===== src/rtl/packet_sink.sv =====
// NoC local-port receive endpoint: reassembles flits into packets, checks address/length,
// keeps saturating statistics. Optional payload sequence check under `PAYLOAD_CHECK_EN.
module packet_sink #(
   parameter int unsigned DATA_SIZE    = 8,
   parameter int unsigned ADDR_SIZE    = 4,
   parameter int unsigned ADDR         = 0,
   parameter int unsigned MAX_PACK_LEN = 16,
   parameter int unsigned READ_DELAY   = 0
) (
   input  logic                           clk,
   input  logic                           a_rst,
   input  logic [DATA_SIZE+ADDR_SIZE:0]   data_i,
   input  logic                           wr_ready_in,
   output logic                           r_ready_out,
   output logic [31:0]                    recv_packs,
   output logic [31:0]                    recv_flits,
   output logic [15:0]                    err_addr,
   output logic [15:0]                    err_len,
   output logic [15:0]                    err_data,
   output logic [15:0]                    last_len,
   output logic                           pack_done
);

   localparam int unsigned FLIT_SIZE = DATA_SIZE + ADDR_SIZE + 1;
   localparam int unsigned DW        = (READ_DELAY > 0) ? $clog2(READ_DELAY + 1) : 1;

   typedef enum logic [1:0] {StIdle, StBody, StDrop} state_e;

   function automatic logic [31:0] sat_inc32(input logic [31:0] v);
      return (&v) ? v : v + 32'd1;
   endfunction

   function automatic logic [15:0] sat_inc16(input logic [15:0] v);
      return (&v) ? v : v + 16'd1;
   endfunction

   state_e          r_state, w_state_nxt;
   logic [15:0]     r_len, w_len_nxt;
   logic            r_addr_flag, w_addr_flag_nxt;
   logic [31:0]     r_recv_packs, w_recv_packs_nxt;
   logic [31:0]     r_recv_flits, w_recv_flits_nxt;
   logic [15:0]     r_err_addr, w_err_addr_nxt;
   logic [15:0]     r_err_len, w_err_len_nxt;
   logic [15:0]     r_last_len, w_last_len_nxt;
   logic            r_done, w_done_nxt;
   logic            r_ready, w_ready_nxt;
   logic [DW-1:0]   r_dly, w_dly_nxt;

   logic                 w_xfer;
   logic                 w_tail;
   logic [ADDR_SIZE-1:0] w_addr;
   logic                 w_addr_bad;
   logic [15:0]          w_len_inc;

   assign w_xfer     = wr_ready_in & r_ready;
   assign w_tail     = data_i[FLIT_SIZE-1];
   assign w_addr     = data_i[DATA_SIZE +: ADDR_SIZE];
   assign w_addr_bad = (w_addr != ADDR_SIZE'(ADDR));
   assign w_len_inc  = (r_state == StIdle) ? 16'd1 : r_len + 16'd1;

`ifdef PAYLOAD_CHECK_EN
   logic                 r_data_flag, w_data_flag_nxt;
   logic [15:0]          r_err_data, w_err_data_nxt;
   logic [15:0]          w_k;
   logic                 w_data_bad;

   // Flit index within the packet; the generator sends k mod 2^DATA_SIZE as payload.
   assign w_k        = (r_state == StIdle) ? 16'd0 : r_len;
   assign w_data_bad = (data_i[DATA_SIZE-1:0] != DATA_SIZE'(w_k));
   assign err_data   = r_err_data;
`else
   logic w_unused_data;
   assign w_unused_data = ^data_i[DATA_SIZE-1:0];
   assign err_data      = '0;
`endif

   always_comb begin
      w_state_nxt      = r_state;
      w_len_nxt        = r_len;
      w_addr_flag_nxt  = r_addr_flag;
      w_recv_packs_nxt = r_recv_packs;
      w_recv_flits_nxt = r_recv_flits;
      w_err_addr_nxt   = r_err_addr;
      w_err_len_nxt    = r_err_len;
      w_last_len_nxt   = r_last_len;
      w_done_nxt       = 1'b0;
`ifdef PAYLOAD_CHECK_EN
      w_data_flag_nxt  = r_data_flag;
      w_err_data_nxt   = r_err_data;
`endif
      if (w_xfer) begin
         w_recv_flits_nxt = sat_inc32(r_recv_flits);
         unique case (r_state)
            StIdle, StBody: begin
               w_len_nxt       = w_len_inc;
               w_addr_flag_nxt = w_addr_bad | ((r_state == StBody) & r_addr_flag);
`ifdef PAYLOAD_CHECK_EN
               w_data_flag_nxt = w_data_bad | ((r_state == StBody) & r_data_flag);
`endif
               if (w_tail) begin
                  w_state_nxt = StIdle;
                  if (w_addr_flag_nxt) begin
                     w_err_addr_nxt = sat_inc16(r_err_addr);
                  end
`ifdef PAYLOAD_CHECK_EN
                  else if (w_data_flag_nxt) begin
                     w_err_data_nxt = sat_inc16(r_err_data);
                  end
`endif
                  else begin
                     w_recv_packs_nxt = sat_inc32(r_recv_packs);
                     w_last_len_nxt   = w_len_inc;
                     w_done_nxt       = 1'b1;
                  end
               end else if (w_len_inc == 16'(MAX_PACK_LEN)) begin
                  // Overlength wins over any address/data fault of the same packet.
                  w_err_len_nxt = sat_inc16(r_err_len);
                  w_state_nxt   = StDrop;
               end else begin
                  w_state_nxt = StBody;
               end
            end
            StDrop: begin
               if (w_tail) w_state_nxt = StIdle;
            end
            default: w_state_nxt = StIdle;
         endcase
      end
   end

   always_comb begin
      w_ready_nxt = r_ready;
      w_dly_nxt   = r_dly;
      if (w_xfer && (READ_DELAY != 0)) begin
         w_ready_nxt = 1'b0;
         w_dly_nxt   = DW'(READ_DELAY);
      end else if (r_dly != '0) begin
         w_dly_nxt   = r_dly - DW'(1);
         w_ready_nxt = (r_dly == DW'(1));
      end else begin
         w_ready_nxt = 1'b1;
      end
   end

   always_ff @(posedge clk) begin
      if (a_rst) begin
         r_state      <= StIdle;
         r_len        <= '0;
         r_addr_flag  <= 1'b0;
         r_recv_packs <= '0;
         r_recv_flits <= '0;
         r_err_addr   <= '0;
         r_err_len    <= '0;
         r_last_len   <= '0;
         r_done       <= 1'b0;
         r_ready      <= 1'b0;
         r_dly        <= '0;
`ifdef PAYLOAD_CHECK_EN
         r_data_flag  <= 1'b0;
         r_err_data   <= '0;
`endif
      end else begin
         r_state      <= w_state_nxt;
         r_len        <= w_len_nxt;
         r_addr_flag  <= w_addr_flag_nxt;
         r_recv_packs <= w_recv_packs_nxt;
         r_recv_flits <= w_recv_flits_nxt;
         r_err_addr   <= w_err_addr_nxt;
         r_err_len    <= w_err_len_nxt;
         r_last_len   <= w_last_len_nxt;
         r_done       <= w_done_nxt;
         r_ready      <= w_ready_nxt;
         r_dly        <= w_dly_nxt;
`ifdef PAYLOAD_CHECK_EN
         r_data_flag  <= w_data_flag_nxt;
         r_err_data   <= w_err_data_nxt;
`endif
      end
   end

   assign r_ready_out = r_ready;
   assign recv_packs  = r_recv_packs;
   assign recv_flits  = r_recv_flits;
   assign err_addr    = r_err_addr;
   assign err_len     = r_err_len;
   assign last_len    = r_last_len;
   assign pack_done   = r_done;

endmodule


===== config.mk =====
export PLATFORM = sky130hd
export DESIGN_NAME = packet_sink
export DESIGN_NICKNAME = d
export VERILOG_FILES = /design/src/rtl/packet_sink.sv
export SDC_FILE = /design/constraint.sdc
export NUM_CORES = 1
export LEC_CHECK = 0
export BUFFER_PORTS_ARGS = -buffer_cell sky130_fd_sc_hd__buf_2
export CORE_ASPECT_RATIO = 0.5
export CORE_MARGIN = 2
export CORE_UTILIZATION = 58
export DETAILED_ROUTE_END_ITERATION = 6
export GPL_ROUTABILITY_DRIVEN = 0
export HOLD_SLACK_MARGIN = 0.1
export PLACE_DENSITY = 0.83
export SLEW_MARGIN = 20
export SYNTH_ARGS = -nofsm -noshare
export SYNTH_HDL_FRONTEND = slang
export SYNTH_SLANG_ARGS = --single-unit

===== constraint.sdc =====
create_clock -name clk -period 5.05 [get_ports clk]
set_clock_uncertainty 0.1 [all_clocks]
set_input_delay 1.01 -clock clk [delete_from_list [all_inputs] [get_ports clk]]
set_output_delay 1.01 -clock clk [all_outputs]
set_load 0.01 [all_outputs]

-- Word level (Yosys, flattened, before mapping)
Index checks and enable logic that the tools add are counted.
- flip-flop bits (word level): 133
- bits of input ports: 16
- output and inout bits: 130
- logic and storage cells: 52
- add/sub/neg operators: 5
- equal/unequal tests: 4
- mux-type cells: 7
- bitwise logic cells: 11
- reduce and logical (&&, ||, !) cells: 15
- operators by type and width (kind ; count):
    adder 32 x 1 -> 32 bit, second input constant ; 2
    AND reduction 32 bit ; 2
    adder 16 x 1 -> 16 bit, second input constant ; 3
    AND reduction 16 bit ; 2
    == test 16 x 5 -> 1 bit, second input constant ; 1
    2-to-1 mux 16 bit ; 1
    AND reduction 5 bit ; 3
    inverter 1 bit ; 8
    2-to-1 mux 2 bit ; 3
    AND reduction 2 bit ; 3
    case mux 2 bit (2 select lines) ; 1
    AND reduction 4 bit ; 1
    nonzero test 4 bit ; 1
    OR reduction 4 bit ; 1
    AND 1 bit ; 2
    == test 2 x 1 -> 1 bit, second input constant ; 1
    == test 2 bit, second input constant ; 1
    zero test 2 bit ; 1
    2-to-1 mux 1 bit ; 2
    inequality test 2 bit, second input constant ; 1
    OR reduction 2 bit ; 1
    bitwise OR 1 bit ; 1

-- Depth between registers and ports, before layout
- word-level depth: 6
- depth in mapped cells: 11
- mapped depth without buffers: 8

-- Least setup slack after synthesis
No wires, ideal clock.
- path kind: in2reg
- start point: input port wr_ready_in
- end point: register r_err_addr[15], in the netlist err_addr[15]
- arrival time: 2705 ps
- data required time: 4880 ps
- slack: 2175 ps
- stages: 8
- buffers on the path: 1
- cells stage by stage: and3b_1 -> nand2_1 -> a311oi_2 -> and4_1 -> buf_2 -> nand3_1 -> or3_1 -> a21oi_1
- cells in the longest elaborated chain, start to end: 2
- RTL lines (element ; RTL line ; text):
    from (decl) ; 13 ; input logic wr_ready_in,
    AND 1 bit ; 55 ; assign w_xfer = wr_ready_in & r_ready;
    AND reduction 5 bit (no source line) ; n/a ;
    to (signal assigned) ; 168 ; r_err_addr <= w_err_addr_nxt;
    to (decl) ; 42 ; logic [15:0] r_err_addr, w_err_addr_nxt;
Every way passes these cells.
A chain may end at the register's enable or synchronous reset.

-- Final worst setup path
- start point: register r_len[0]
- end point: register r_err_len[3], in the netlist err_len[3]
- cells in the longest elaborated chain, start to end: 4
- RTL lines (element ; RTL line ; text):
    from (decl) ; 38 ; logic [15:0] r_len, w_len_nxt;
    from (signal assigned) ; 164 ; r_len <= w_len_nxt;
    adder 16 x 1 -> 16 bit ; 59 ; assign w_len_inc = (r_state == StIdle) ? 16'd1 : r_len + 16'd1;
    2-to-1 mux 16 bit ; 59 ;
    == test 16 x 5 -> 1 bit ; 115 ; end else if (w_len_inc == 16'(MAX_PACK_LEN)) begin
    AND reduction 5 bit (no source line) ; n/a ;
    to (signal assigned) ; 169 ; r_err_len <= w_err_len_nxt;
    to (decl) ; 43 ; logic [15:0] r_err_len, w_err_len_nxt;
Every way passes these cells.

==> results.md <==
- Status: finished, final reports clean
- Slew @ Worst Pin: 1.04 ns
- Placeable Area: 10900 µm²
- CTS tree: built
- Most common cell in the netlist: dfxtp_1
- EDFF count, synth: 0
- Total power: 2.39 mW
- Fmax achieved: 298 MHz
- GRT Residual Overflow: 0
- Die height: 78.3 µm
- Most used DFF post-synth: dfxtp_1
- Synth async-reset ratio: 0%
- Number of max-cap violations: 0
- Final setup TNS: 0 ns
- Iter 0 DRT Violations: 402
- Die area: 12000 µm²
- Syn Inst Count: 793
- Reg2Reg Setup Slack: 1.70 ns
- Synth warn: 0
- Post_cts resized: 0
- Worst Hold Class: reg2reg
- Initial antenna violation count: 0
- Slowest CP cell: or4_1
- Worst-Skew Late Latency: 0.42 ns
- Initial Util: 58.9%
- VDD IR max: 0.234 mV
- Sink Count: 133
- Inserted Clock Buffers: 17
- CTS Root Cell: clkbuf_16
- Share of post-route cells with drive strength above 1: 18.9%
- Clock power frac: 53.3%
- Ranking of synthesized cells by area: dfxtp_1, nand2_1, nor2_1
- Dpl hpwl: 10.5 mm
- Switching pwr: 0.546 mW
- Comb power frac: 2.5%
- Clock slew at reported path FFs: 0.07 ns
- Startpoint Class: flop
- Nature of the critical path endpoint: flop
- Largest net degree at the start of global routing: 102
- CP required: 5.30 ns
- Port buffer count: 121
- CP max stage delay: 0.59 ns
- Leak: 2.99 nW
- GRT Util Overall: 25.9%
- Setup Viol. Count Final: 0
- WL/cell: 14.9 µm
- DR vias: 5999
- Antenna diodes: 0
- Setup Buffers After CTS: 0
- Most used cell, CP: a21oi_1
- Top Ports: 146
- RSZ-0062 raised after global routing: no
- Pre-CTS setup slack: 1.58 ns
- Fin. Hold Viols: 0
- Synth Cell Area: 6410 µm²
- Worst Path Max Fanout: 28
- Fin crit share: 66.4%
- Worst setup path class: reg2reg
- Post-route ant nets: 0
- Vias in the first global route: 5337
- Critical Path, Cell by Cell: ha_1, nand3_1, o21ai_0, a21oi_1, nor3_1, nand4_4, or4_1, a21oi_1
- Max-slew violations: 0
- CP arrival: 3.60 ns
- Syn_area_per_cell: 8.08 µm²
- Synth Register Bits: 133
- # H-tree levels: 4
- Final Util: 70.2%
- Final setup margin: 1.70 ns
- Sw frac: 22.8%
- Die X: 153 µm
- Area Growth Syn to Fin: 19.1%
- CTS Buffer Depth: 2
- Cell variety after synth: 51
- Std-Cell Rows: 27
- Delay-heaviest family, CP: simple AND/OR/NAND/NOR gates
- PwrDens: 314 nW/µm²
- Nets: 921
- First-pass GRT wire length: 25.4 mm
- Buffer and inverter count on the worst path: 0
- Area share of the largest cell type after synthesis: 41.5%
- Total internal power: 1.85 mW
- Area leader, netlist: dfxtp_1
- Vias per cell: 5.67
- Hold Buf Count CTS: 0
- DRC viols: 0
- Pre-antenna DRT Iters: 4
- Seq/Total Area, Yosys: 41.5%
- Post-layout min period: 3.35 ns
- Reg power frac: 44.2%
- Routed wire length: 15.7 mm
- Top cells by count, synth: dfxtp_1, nand2_1, nor2_1
- Slew headroom: 30.2%
-- worst register-to-register path, stage by stage (launching register included) --
cell     delay [ns]
dfxtp_1        0.48
ha_1           0.38
nand3_1        0.24
o21ai_0        0.24
a21oi_1        0.17
nor3_1         0.50
nand4_4        0.42
or4_1          0.59
a21oi_1        0.16
-- routing by layer --
metal	wire length [µm]	global-route usage, %	vias up
met3	901	6.29	30
met4	266	10.2	0
li1	-	-	2947
met1	6990	32.8	2846
met5	0	0	-
met2	7580	43.1	176
-- power by group through the flow --
stage / sequential, mW / clock (mW) / combinational (mW)
2_1_floorplan: 1.08 / 0 / 0.0512
3_3_place_gp: 1.08 / 0 / 0.0567
3_5_place_dp: 1.08 / 0 / 0.0585
4_1_cts: 1.06 / 1.29 / 0.0586
5_1_grt: 1.06 / 1.33 / 0.0653
6_report: 1.06 / 1.28 / 0.0596
-- logic make-up (layout without fill, tap and decap cells) --
logic type                 count (synthesis)  count (layout)  synth area share [%]
AOI/OAI and AO/OA                        109             109                  9.74
xor gates and xnor gates                  70              70                  9.57
adders and majority gates                  5               5                 0.976
buffers and inverters                     69             174                  5.25
DFF                                      133             133                  41.5
muxes                                     10              10                  1.64
other                                      1              16                0.0585
and+or+nand+nor                          396             396                  31.2
-- layout by cell type (no fill, tap or decap), drive strengths merged, types with 23 or more instances in the layout --
cell / synthesis / routed
dfxtp: 133 / 133
buf: 27 / 128
nand2: 101 / 101
nor2: 101 / 101
a21oi: 64 / 64
nand3: 43 / 43
xor2: 37 / 37
xnor2: 33 / 33
nor3: 31 / 31
nand4: 30 / 30
o21ai: 23 / 23
-- sequential cells by signal, indices dropped and copies added, names as in the netlist --
register     cells
pack_done        1
r_addr_flag      1
recv_packs      32
err_addr        16
last_len        16
r_state          2
r_len           16
recv_flits      32
r_ready_out      1
err_len         16
-- worst paths after layout --
kind | startpoint | end | cells after the start
worst max-delay path | r_len[0]$_SDFFE_PP0P_ | err_len[3]$_SDFFE_PP0P_ | 8
worst min-delay path | last_len[5]$_SDFFE_PP0P_ | last_len[5]$_SDFFE_PP0P_ | 2
worst max register to register | r_len[0]$_SDFFE_PP0P_ | err_len[3]$_SDFFE_PP0P_ | 8
worst min register to register | last_len[5]$_SDFFE_PP0P_ | last_len[5]$_SDFFE_PP0P_ | 2
-- cell type report --
class / count / area [µm²]
Multi-Input combinational cell: 606 / 3470
Fill cell: 884 / 3250
Sequential cell: 133 / 2660
Timing Repair Buffer: 128 / 661
Clock buffer: 18 / 429
Tap cell: 145 / 181
Clock inverter: 14 / 180
Inverter: 14 / 52.6
-- metrics by stage --
step                      cells  hold slack [ns]  area, µm²
after floorplan             808            0.344       6460
after global placement     1026            0.338       7020
after detailed placement   1026            0.343       7020
after CTS                  1058            0.353       7630
after global routing       1058            0.374       7630
final                      1058            0.353       7630
Note: power is estimated with default switching activity, not from simulation.
